<file path="src/rtl/regfile_pkg.sv">
// Shared types and constants for the register-file writeback path.
package regfile_pkg;

    localparam int REG_W      = 32;
    localparam int REG_ADDR_W = 5;
    localparam logic [REG_ADDR_W-1:0] ZERO_REG = 5'd0;

    // One pending register write: destination plus data.
    typedef struct packed {
        logic [REG_ADDR_W-1:0] addr;
        logic [REG_W-1:0]      data;
    } wb_req_t;

    // Writes to r0 are architecturally discarded.
    function automatic logic is_live(input logic [REG_ADDR_W-1:0] addr);
        return addr != ZERO_REG;
    endfunction

endpackage

</file>
<file path="src/rtl/wb_result_fifo.sv">
// Small circular FIFO holding mult/div results waiting for the regfile port.
// Push is ignored when full and pop is ignored when empty. The per-entry
// valid/addr vectors let the top answer hazard queries without popping.
module wb_result_fifo
    import regfile_pkg::*;
#(
    parameter int DEPTH = 2,
    localparam int PW = (DEPTH > 1) ? $clog2(DEPTH) : 1,
    localparam int CW = $clog2(DEPTH + 1)
) (
    input  logic                                clock,
    input  logic                                ctrl_reset,
    input  logic                                push,
    input  wb_req_t                             push_req,
    input  logic                                pop,
    output wb_req_t                             head,
    output logic                                full,
    output logic                                empty,
    output logic [CW-1:0]                       count,
    output logic [DEPTH-1:0]                    entry_valid,
    output logic [DEPTH-1:0][REG_ADDR_W-1:0]    entry_reg
);

    wb_req_t       mem [DEPTH];
    logic [PW-1:0] rd_ptr;
    logic [PW-1:0] wr_ptr;
    logic          do_push;
    logic          do_pop;

    assign full    = (count == CW'(DEPTH));
    assign empty   = (count == '0);
    assign do_push = push && !full;
    assign do_pop  = pop && !empty;
    assign head    = mem[rd_ptr];

    // Pointers and occupancy; DEPTH is a power of two so pointers wrap naturally.
    always_ff @(posedge clock) begin
        if (!ctrl_reset) begin
            rd_ptr <= '0;
            wr_ptr <= '0;
            count  <= '0;
        end else begin
            if (do_push) wr_ptr <= wr_ptr + 1'b1;
            if (do_pop)  rd_ptr <= rd_ptr + 1'b1;
            case ({do_push, do_pop})
                2'b10:   count <= count + 1'b1;
                2'b01:   count <= count - 1'b1;
                default: count <= count;
            endcase
        end
    end

    // Storage needs no reset: occupancy alone decides what is valid.
    always_ff @(posedge clock) begin
        if (do_push) mem[wr_ptr] <= push_req;
    end

    // An entry is live when its distance from the read pointer is below count.
    always_comb begin
        for (int i = 0; i < DEPTH; i++) begin
            logic [PW-1:0] off;
            off            = PW'(i) - rd_ptr;
            entry_valid[i] = (CW'(off) < count);
            entry_reg[i]   = mem[i].addr;
        end
    end

endmodule

</file>
<file path="src/rtl/regfile_write_arbiter.sv">
// Writeback arbiter in front of the 32x32 register file write port.
// The in-order pipeline always wins; mult/div results wait in a FIFO and
// drain in cycles the pipeline leaves free. A starvation counter raises
// stall_req so a waiting head is guaranteed a slot.
// Optional build macro: REGFILE_WB_BYPASS_EN lets a mult/div result skip the
// FIFO when the FIFO is empty and the pipeline is not writing.
module regfile_write_arbiter
    import regfile_pkg::*;
#(
    parameter int DEPTH      = 2,
    parameter int STARVE_MAX = 4
) (
    input  logic                  clock,
    input  logic                  ctrl_reset,
    input  logic                  wb_valid,
    input  logic [REG_ADDR_W-1:0] wb_reg,
    input  logic [REG_W-1:0]      wb_data,
    input  logic                  md_valid,
    output logic                  md_ready,
    input  logic [REG_ADDR_W-1:0] md_reg,
    input  logic [REG_W-1:0]      md_data,
    output logic                  stall_req,
    input  logic [REG_ADDR_W-1:0] chk_reg,
    output logic                  chk_pending,
    output logic                  ctrl_writeEnable,
    output logic [REG_ADDR_W-1:0] ctrl_writeReg,
    output logic [REG_W-1:0]      data_writeReg
);

    localparam int CW = $clog2(DEPTH + 1);
    localparam int SW = $clog2(STARVE_MAX + 1);

    // Handshake: an md result transfers on a clock edge where md_valid and
    // md_ready are both 1. md_ready comes only from registered FIFO state,
    // so it never depends on md_valid in the same cycle.

    logic                                eff_wb;
    logic                                md_fire;
    logic                                fifo_push;
    logic                                fifo_pop;
    wb_req_t                             fifo_head;
    wb_req_t                             md_req;
    logic                                fifo_full;
    logic                                fifo_empty;
    logic [CW-1:0]                       fifo_count;
    logic [DEPTH-1:0]                    entry_valid;
    logic [DEPTH-1:0][REG_ADDR_W-1:0]    entry_reg;
    logic [SW-1:0]                       starve_cnt;
    logic [SW-1:0]                       starve_nxt;

    assign eff_wb   = wb_valid && is_live(wb_reg);
    assign md_ready = !fifo_full;
    assign md_fire  = md_valid && md_ready;
    assign md_req   = '{addr: md_reg, data: md_data};
    assign fifo_pop = !eff_wb && !fifo_empty;

`ifdef REGFILE_WB_BYPASS_EN
    logic bypass;
    assign bypass    = fifo_empty && !eff_wb && md_fire && is_live(md_reg);
    assign fifo_push = md_fire && is_live(md_reg) && !bypass;
`else
    assign fifo_push = md_fire && is_live(md_reg);
`endif

    wb_result_fifo #(.DEPTH(DEPTH)) u_fifo (
        .clock       (clock),
        .ctrl_reset  (ctrl_reset),
        .push        (fifo_push),
        .push_req    (md_req),
        .pop         (fifo_pop),
        .head        (fifo_head),
        .full        (fifo_full),
        .empty       (fifo_empty),
        .count       (fifo_count),
        .entry_valid (entry_valid),
        .entry_reg   (entry_reg)
    );

    // Registered output stage: pipeline first, then FIFO head, else idle (addr/data hold).
    always_ff @(posedge clock) begin
        if (!ctrl_reset) begin
            ctrl_writeEnable <= 1'b0;
            ctrl_writeReg    <= '0;
            data_writeReg    <= '0;
        end else if (eff_wb) begin
            ctrl_writeEnable <= 1'b1;
            ctrl_writeReg    <= wb_reg;
            data_writeReg    <= wb_data;
        end else if (fifo_pop) begin
            ctrl_writeEnable <= 1'b1;
            ctrl_writeReg    <= fifo_head.addr;
            data_writeReg    <= fifo_head.data;
`ifdef REGFILE_WB_BYPASS_EN
        end else if (bypass) begin
            ctrl_writeEnable <= 1'b1;
            ctrl_writeReg    <= md_reg;
            data_writeReg    <= md_data;
`endif
        end else begin
            ctrl_writeEnable <= 1'b0;
        end
    end

    // A non-empty FIFO that is not popped has lost to the pipeline this cycle.
    always_comb begin
        starve_nxt = starve_cnt;
        if (fifo_count == '0 || fifo_pop) begin
            starve_nxt = '0;
        end else if (starve_cnt != SW'(STARVE_MAX)) begin
            starve_nxt = starve_cnt + 1'b1;
        end
    end

    // Starvation counter and its registered stall flag move together.
    always_ff @(posedge clock) begin
        if (!ctrl_reset) begin
            starve_cnt <= '0;
            stall_req  <= 1'b0;
        end else begin
            starve_cnt <= starve_nxt;
            stall_req  <= (starve_nxt == SW'(STARVE_MAX));
        end
    end

    // Hazard query covers queued results and the write currently on the port.
    always_comb begin
        chk_pending = ctrl_writeEnable && (ctrl_writeReg == chk_reg);
        for (int i = 0; i < DEPTH; i++) begin
            if (entry_valid[i] && entry_reg[i] == chk_reg) chk_pending = 1'b1;
        end
        if (!is_live(chk_reg)) chk_pending = 1'b0;
    end

endmodule

</file>
<file path="config.mk">
export PLATFORM = sky130hd
export DESIGN_NAME = regfile_write_arbiter
export DESIGN_NICKNAME = d
export VERILOG_FILES = /design/src/rtl/regfile_pkg.sv /design/src/rtl/wb_result_fifo.sv /design/src/rtl/regfile_write_arbiter.sv
export SDC_FILE = /design/constraint.sdc
export NUM_CORES = 1
export LEC_CHECK = 0
export ABC_AREA = 1
export BUFFER_PORTS_ARGS = -buffer_cell sky130_fd_sc_hd__clkbuf_2
export CORE_UTILIZATION = 58
export DETAILED_ROUTE_END_ITERATION = 7
export GPL_TIMING_DRIVEN = 0
export PLACE_DENSITY = 0.91
export SLEW_MARGIN = 20
export SYNTH_ARGS = -nofsm -noshare
export SYNTH_HDL_FRONTEND = slang
export SYNTH_SLANG_ARGS = --single-unit
export TNS_END_PERCENT = 100
</file>
<file path="constraint.sdc">
create_clock -name clock -period 8.1 [get_ports clock]
set_input_delay 0.405 -clock clock [delete_from_list [all_inputs] [get_ports clock]]
set_output_delay 0.405 -clock clock [all_outputs]
set_load 0.02 [all_outputs]
</file>
==> flow_summary.toml <==
[routing]
via_per_inst = 5.39
wl_met3_um = 1080
wl_per_cell_um = 15.7
drt_iter0_drc = 492
wl_met1_um = 5270
vias = 4817
dr.pass1.iters = 7
drc = 14
highest_layer = "met4"
dr_wl_met2_um = 7190
ant_nets = 0
wl_um = 14000

[place]
post-dp-hpwl_um = 9450
dp_worst_setup_slack_ns = 5.93
io_buffers = 122
gp_congestion = 0.936
dpl_cell_area_mm2 = 0.00614

[sta]
final.setup.tns_ns = 0
min_period_over_period_pct = 29.9
finalSetupViolations = 0
rsz0062_at_grt = "false"
relSlewSlack_pct = 54.2
tightestPinTransition_ns = 0.685
hold_viol = 0
finalCriticalPeriod_ns = 2.42
hold_ws_ns = 0.0645
skew_ns = 0.00589
final.setup.worst_slack_ns = 5.68
clock.fmax_mhz = 413
slew_viol_final = 0

[yosys]
synth_top_family_by_area = "simple AND/OR/NAND/NOR gates"
synthSimpleGateAreaFrac_pct = 27.8
avgSynthCellArea_um2 = 8.45
synth_mux_area_share_pct = 0
synthAdderAreaFrac_pct = 0.705
synth-seq-cells = 121
synth_compound_area_share_pct = 4.32
yosysSeqAreaShare_pct = 59.4
synth_xor_area_share_pct = 0.493
synthesis.area_mm2 = 0.00533
ys.warnings.count = 0
synthesis.instances = 630
synth_cell_types = 24
syn-num-nets = 716

[cts]
tritoncts = "built"
numClockSinks = 121
root_buffer = "clkbuf_8"
ctsResizeCount = 0
postCtsSetupBuffers = 0
cts_buffers = 17
cts_hold_buf = 0
clock_latency_ns = 0.53
cts.path.max_buffers = 2
clk_pin_slew_ns = 0.06
cts.htree.levels = 4

[global_route]
grt_usage_pct = 30.9
grt_max_degree = 23
grt_pass1_vias = 4793
grt_pass1_wl_um = 22500
gr-total-overflow = 0
grt_antenna_before_repair = 0

[cells_and_area]
final_common_cell = "nand2_1"
mostFrequentLayoutCells = "nand2_1, clkbuf_2, nor2_1"
layout-drive-gt1-share_pct = 24.0
diodes = 0
seqCellArea_mm2 = 0.00316
layout.nets = 859
fillCellCount = 539
final_area_mm2 = 0.00669
syn2layout_area_growth_pct = 25.7
multi_input_area_mm2 = 0.00179

[floorplan]
io-pin-count = 124
fp.dieH_um = 97.8
die_area_mm2 = 0.00957
die_x_um = 97.8
placementRows = 34
core_area_mm2 = 0.00881
start_util_pct = 60.5

[run_status]
status = "finished, violations left"
violations = "design-rule violations"

[hold_path]
hp-class = "input pin to flop"
worstHoldPathCells = 1

[critical_path]
worstSetupPathType = "flop to output port"
crit_start = "u_fifo.count[0]$_SDFFE_PN0P_"
crit_end = "chk_pending"
worstPathArrival_ns = 2.02
crit_fanout = 10
cp.required_ns = 7.70
end_kind = "output port"
rrSetupSlack_ns = 5.90
rr_endpoint = "u_fifo.mem[1][24]$_DFFE_PP_"
start_kind = "flop"
r2r_start = "u_fifo.count[0]$_SDFFE_PN0P_"
rr_worst_depth = 5

[pwr]
cellLeakagePower_nw = 3.15
ir_drop_v = 0.000190
fin_total_pwr_mw = 1.97
cellPowerDensity_mw_per_mm2 = 295

[job]
max-cap-violations = 0
## routing by layer
layer	vias to the layer above	track usage, %
met5	-	0
met4	0	17.8
met3	62	7.73
met2	280	53.3
met1	2195	34.9
li1	2280	-
## power breakdown
| group | switching, mW | internal (mW) |
|---|---|---|
| clock network | 0.268 | 0.435 |
| logic | 0.331 | 0.154 |
| registers | 0.0438 | 0.743 |
## synthesized netlist by cell type
library cell	count	area, um2
nand2_2	1	6.26
xor2_1	2	17.5
inv_1	64	240
nand4_1	1	6.26
dfxtp_1	47	941
nand3_1	41	205
a21boi_0	2	15.0
nor2_2	4	25.0
inv_2	5	18.8
nand2_4	2	22.5
clkbuf_1	6	22.5
nand2_1	196	736
buf_4	4	30.0
ha_1	3	37.5
a21oi_1	27	135
buf_2	15	75.1
nor3_1	6	30.0
nor2_1	107	402
xnor2_1	1	8.76
or2_2	4	25.0
nor4_1	1	6.26
nand3_4	1	17.5
o21ai_0	16	80.1
edfxtp_1	74	2220
## worst max-delay path, stage by stage, from the launching register on
cell and delay, ns:
dfxtp_1 0.45, inv_2 0.10, nand2_2 0.13, buf_4 0.20
nand2_1 0.07, nor2_1 0.13, nand3_1 0.09, nand3_1 0.08
nand2_1 0.05, inv_1 0.04, clkbuf_2 0.15
## how the worst min path moves through the flow
stage | startpoint | end | slack, ns
floorplan | u_fifo.count[0]$_SDFFE_PN0P_ | u_fifo.count[0]$_SDFFE_PN0P_ | 0.48
global placement | data_writeReg[18]$_SDFFE_PN0P_ | data_writeReg[18]$_SDFFE_PN0P_ | 0.46
detailed placement | data_writeReg[23]$_SDFFE_PN0P_ | data_writeReg[23]$_SDFFE_PN0P_ | 0.48
CTS | md_data[26] | u_fifo.mem[0][26]$_DFFE_PP_ | 0.06
global route | md_data[28] | u_fifo.mem[0][28]$_DFFE_PP_ | 0.05
finish | md_data[28] | u_fifo.mem[0][28]$_DFFE_PP_ | 0.06
## registers in the layout, indices dropped and copies added (netlist names), named ones only
name and cells:
u_fifo.count 2, stall_req 1, ctrl_writeReg 5, ctrl_writeEnable 1, starve_cnt 3, u_fifo.rd_ptr 1
u_fifo.wr_ptr 1, data_writeReg 32, u_fifo.mem 74
## area by class of cell
type,instances,share of cell area (%)
Sequential cell,121,47.3
Buffer,25,1.91
Multi-Input combinational cell,415,26.8
Timing Repair Buffer,124,9.95
Inverter,69,3.87
Tap cell,108,2.02
Clock buffer,20,6.36
Clock inverter,12,1.89
## through the flow
stage / cells / util, %
detailed placement: 862 / 69.7
global placement: 860 / 68.9
floorplan: 630 / -
finish: 894 / 76.0
global route: 894 / 76.0
CTS: 894 / 76.0
## logic make-up after synthesis
family	Yosys count
simple gates	364
buf+inv	94
fa+ha+maj	3
flops	121
compound gates	45
xor+xnor	3
Note: power is estimated with default switching activity, not from simulation.
